<file path="config.mk">
export PLATFORM = sky130hd
export DESIGN_NAME = reg_file_wr_arbiter
export DESIGN_NICKNAME = d
export VERILOG_FILES = /design/src/rtl/reg_file_wr_arbiter.sv
export SDC_FILE = /design/constraint.sdc
export NUM_CORES = 1
export LEC_CHECK = 0
export CORE_MARGIN = 4
export CORE_UTILIZATION = 55
export CTS_BUF_LIST = sky130_fd_sc_hd__clkbuf_4 sky130_fd_sc_hd__clkbuf_8
export DETAILED_ROUTE_END_ITERATION = 16
export DONT_BUFFER_PORTS = 1
export GPL_ROUTABILITY_DRIVEN = 0
export PLACE_DENSITY = 0.7
export RECOVER_POWER = 50
export REMOVE_ABC_BUFFERS = 1
export SLEW_MARGIN = 20
export SYNTH_ARGS = -nofsm -noshare
export SYNTH_HDL_FRONTEND = slang
export SYNTH_SLANG_ARGS = --single-unit
</file>
<file path="constraint.sdc">
create_clock -name clk -period 2.9 [get_ports clk]
set_input_delay 0.435 -clock clk [delete_from_list [all_inputs] [get_ports clk]]
set_output_delay 0.435 -clock clk [all_outputs]
set_load 0.005 [all_outputs]
</file>
<file path="src/rtl/reg_file_wr_arbiter.sv">
// Round-robin arbiter sharing the reg_file write port between requesters A and B.
// Optional combinational read forwarding of the in-flight write: define REGARB_BYPASS_EN.
module reg_file_wr_arbiter #(
  parameter int DATA_WIDTH = 32,
  parameter int ADDR_WIDTH = 5
) (
  input  logic                  clk,
  input  logic                  rst,
  input  logic                  a_valid,
  output logic                  a_ready,
  input  logic [ADDR_WIDTH-1:0] a_addr,
  input  logic [DATA_WIDTH-1:0] a_data,
  input  logic                  b_valid,
  output logic                  b_ready,
  input  logic [ADDR_WIDTH-1:0] b_addr,
  input  logic [DATA_WIDTH-1:0] b_data,
`ifdef REGARB_BYPASS_EN
  input  logic [ADDR_WIDTH-1:0] raddr1,
  input  logic [ADDR_WIDTH-1:0] raddr2,
  input  logic [DATA_WIDTH-1:0] rf_rdata1,
  input  logic [DATA_WIDTH-1:0] rf_rdata2,
  output logic [DATA_WIDTH-1:0] rdata1,
  output logic [DATA_WIDTH-1:0] rdata2,
`endif
  output logic                  wen,
  output logic [ADDR_WIDTH-1:0] waddr,
  output logic [DATA_WIDTH-1:0] wdata,
  output logic                  busy
);

  logic                  r_bufa_v;
  logic [ADDR_WIDTH-1:0] r_bufa_addr;
  logic [DATA_WIDTH-1:0] r_bufa_data;
  logic                  r_bufb_v;
  logic [ADDR_WIDTH-1:0] r_bufb_addr;
  logic [DATA_WIDTH-1:0] r_bufb_data;
  logic                  r_ptr;
  logic                  r_wen;
  logic [ADDR_WIDTH-1:0] r_waddr;
  logic [DATA_WIDTH-1:0] r_wdata;

  logic                  w_acc_a;
  logic                  w_acc_b;
  logic                  w_grant_a;
  logic                  w_grant_b;
  logic                  w_grant;
  logic [ADDR_WIDTH-1:0] w_gnt_addr;
  logic [DATA_WIDTH-1:0] w_gnt_data;

  assign a_ready = rst & ~r_bufa_v;
  assign b_ready = rst & ~r_bufb_v;
  assign w_acc_a = a_valid & a_ready;
  assign w_acc_b = b_valid & b_ready;

  // r_ptr=0 favours A when both buffers hold an entry
  always_comb begin
    w_grant_a  = 1'b0;
    w_grant_b  = 1'b0;
    w_gnt_addr = '0;
    w_gnt_data = '0;
    if (r_bufa_v && (!r_bufb_v || !r_ptr)) begin
      w_grant_a  = 1'b1;
      w_gnt_addr = r_bufa_addr;
      w_gnt_data = r_bufa_data;
    end else if (r_bufb_v) begin
      w_grant_b  = 1'b1;
      w_gnt_addr = r_bufb_addr;
      w_gnt_data = r_bufb_data;
    end
  end

  assign w_grant = w_grant_a | w_grant_b;

  always_ff @(posedge clk or negedge rst) begin
    if (!rst) begin
      r_bufa_v    <= 1'b0;
      r_bufa_addr <= '0;
      r_bufa_data <= '0;
      r_bufb_v    <= 1'b0;
      r_bufb_addr <= '0;
      r_bufb_data <= '0;
      r_ptr       <= 1'b0;
      r_wen       <= 1'b0;
      r_waddr     <= '0;
      r_wdata     <= '0;
    end else begin
      // accept and drain are exclusive: ready is low while a buffer is full
      if (w_acc_a) begin
        r_bufa_v    <= 1'b1;
        r_bufa_addr <= a_addr;
        r_bufa_data <= a_data;
      end else if (w_grant_a) begin
        r_bufa_v <= 1'b0;
      end
      if (w_acc_b) begin
        r_bufb_v    <= 1'b1;
        r_bufb_addr <= b_addr;
        r_bufb_data <= b_data;
      end else if (w_grant_b) begin
        r_bufb_v <= 1'b0;
      end
      if (w_grant_a)
        r_ptr <= 1'b1;
      else if (w_grant_b)
        r_ptr <= 1'b0;
      // an address-0 grant still consumes its slot but never raises wen
      r_wen <= w_grant && (w_gnt_addr != '0);
      if (w_grant) begin
        r_waddr <= w_gnt_addr;
        r_wdata <= w_gnt_data;
      end
    end
  end

  assign wen   = r_wen;
  assign waddr = r_waddr;
  assign wdata = r_wdata;
  assign busy  = r_bufa_v | r_bufb_v | r_wen;

`ifdef REGARB_BYPASS_EN
  // only the write in flight is forwarded; buffered entries are not visible
  assign rdata1 = (r_wen && (r_waddr == raddr1)) ? r_wdata : rf_rdata1;
  assign rdata2 = (r_wen && (r_waddr == raddr2)) ? r_wdata : rf_rdata2;
`endif

endmodule
</file>
==> flow_summary.ini <==
[outcome]
status = complete, but fails checks
failed_checks = hold timing

[critical_path]
end_kind = output pin
crit_slowest_cell = dfrtp_1
cpPeakStageDelay_ns = 0.59
crit_required_ns = 2.47
ff2ff_path_depth = 5
cp-start-kind = flop
cp-startpoint = r_bufa_v
cp.buffers_inverters = 1
cp_data_arrival_time_ns = 1.68
r2r_slack_ns = 0.90
crit_end = busy
r2r_start = r_bufb_v
worstReg2RegEnd = wdata[1]
cp.depth = 2
cp_top_family = flip-flops
path_cells = buf_12 > or3_1
crit_path_max_fanout = 30
path_class = reg -> out

[cells_and_area]
antennaDiodeCount = 0
area_growth_pct = 9.24
multiInputGateArea_mm2 = 0.00193
fin_nets = 456
num-fill-cells = 689
seqCellArea_mm2 = 0.00288
drive_gt1_share_pct = 38.6

[yosys]
ys.flop_type = dfrtp_1
synth_most_common_cell = dfrtp_1
synth_area_mm2 = 0.00496
synth_seq_cells = 115
postSynth.asyncResetShare_pct = 100
syn_inst = 377
syn_avg_cell_area_um2 = 13.1
synth_top_area_share_pct = 58.1
synthDistinctLibCells = 25
synth_edf_count = 0
synthTopCellsByCount = dfrtp_1 (115), mux2_2 (86), nor2_1 (69)
synthTopCellsByArea = dfrtp_1 (58%), mux2_2 (20%), mux2_4 (5.8%)
seq_area_frac_synth_pct = 58.1
synth.largest_area_cell = dfrtp_1
ys_warn_count = 0

[global_routing]
grt_pass1_vias = 3060
antenna_found_initial = 0
grt_overflow = 0
grt_start_max_net_pins = 118
grt_util_all_layers_pct = 20.2
grt_pass1_wl_um = 16100

[sta]
clock_skew_ns = 0.00868
hold_violations = 115
setup_violations = 0
setup_tns_ns = 0
max_freq_ghz = 0.473
tightest_slew_ns = 0.804
rsz0062_at_grt = false
drv_slew = 0
fin_crit_ns = 2.11
relSlewSlack_pct = 46.4
finalCritPeriodShare_pct = 72.8
timing.hold.ws_ns = -0.292

[floorplanning]
dieArea_mm2 = 0.0106
ios = 119
start_util_pct = 56.6
die_x_um = 103
core_region_area_mm2 = 0.00876
placement_rows = 34
die_y_um = 103

[flow_run]
max-cap-violations = 0

[hold_path]
hold_path_class = in -> async

[clocking]
insertion_delay_ns = 0.41
cts-buffers-inserted = 17
clock_sinks = 115
post-cts-setup-buffers = 0
cts_tree = yes
cts_max_level = 4
clk_pin_slew_ns = 0.07
cts_buffer_depth = 2
ctsResizeCount = 0
cts-root-buf = clkbuf_8

[detailed_routing]
ant_nets = 0
viasPerCell = 5.86
first_iter_violations = 90
wl_per_cell_um = 20.4
drc = 0
drt_wl_total_um = 10200
vias = 2923
drt_first_pass_iters = 4

[power]
ir_drop_v = 0.000418
power.leakage_nw = 2.38
p_per_area_mw_per_mm2 = 847

[placed_design]
place_hpwl_um = 6420
port_buffers = 0
## stage by stage
stage | instances | total power, mW | util, % | worst slack (ns) | instance area (um^2)
after floorplan | 353 | 2.92 | - | 0.0206 | 4800
after global placement | 467 | 3.10 | 57.2 | 0.953 | 5010
after detailed placement | 467 | 3.16 | 57.2 | 0.906 | 5010
after CTS | 499 | 4.64 | 61.8 | 0.765 | 5410
after global routing | 499 | 4.86 | 61.8 | 0.720 | 5410
final | 499 | 4.59 | 61.8 | 0.788 | 5410
## cell type report
cell class	instances	share of cell area [%]
timing repair buffer	6	1.29
multi-input combinational	237	35.6
clock inverter	12	2.43
inverter	1	0.0693
sequential	115	53.2
tap	108	2.50
clock buffer	20	4.97
## state kept, by name, summed over array words and instances (netlist names)
| name | count |
|---|---|
| r_bufb_addr | 5 |
| r_ptr | 1 |
| r_bufa_addr | 5 |
| waddr | 5 |
| r_bufb_data | 32 |
| r_bufb_v | 1 |
| wdata | 32 |
| wen | 1 |
| r_bufa_data | 32 |
| r_bufa_v | 1 |
## cell usage in the layout, fill, tap and decap left out
cell type and n:
dfrtp_1 114, mux2_2 86, nor2_1 69, o22ai_1 34, mux2_4 19, clkbuf_8 19
nand2_1 8, a32oi_1 4, clkinvlp_4 4, buf_4 4, mux2_1 3, clkinv_2 3
or2_2 2, nand2_2 2, clkinv_4 2, bufinv_16 2, buf_12 2, nand2b_1 1
a21boi_0 1, nand4_1 1, or3_1 1, nor2b_2 1, nor2b_4 1, a21bo_2 1
nand3_1 1, inv_1 1, o21ai_0 1, o21a_1 1, inv_6 1, clkbuf_4 1
dfrtp_2 1
## layer usage
metal | up-vias | share of wire [%] | global-route usage, %
met4 | 0 | 1.4 | 7.47
li1 | 1331 | - | -
met5 | - | 0 | 0
met2 | 101 | 48 | 31.5
met1 | 1478 | 42 | 25.0
met3 | 13 | 9.1 | 8.73
## kinds of logic after synthesis
group                  share of synthesized area (%)
multiplexers                                    26.0
AND/OR/NAND/NOR                                 7.17
buffers and inverters                           3.18
AO/OA/AOI/OAI                                   5.60
flip-flops                                      58.1
## how the worst min path moves through the flow
stage | start | endpoint | cells after the start
after detailed placement | rst | wdata[9] | 0
after CTS | rst | wdata[3] | 0
after floorplan | rst | r_bufa_addr[0] | 0
after global placement | rst | r_bufb_data[9] | 0
after global routing | rst | wdata[9] | 0
final | rst | wdata[9] | 0
## power by group
part / leakage (nW) / switching, mW / internal, mW / total [mW]
registers: 1.35 / 0.319 / 2.01 / 2.33
logic: 0.834 / 0.315 / 0.476 / 0.791
clock network: 0.195 / 0.649 / 0.818 / 1.47
total: 2.38 / 1.28 / 3.30 / 4.59
Power figures use the tool's default switching activity.
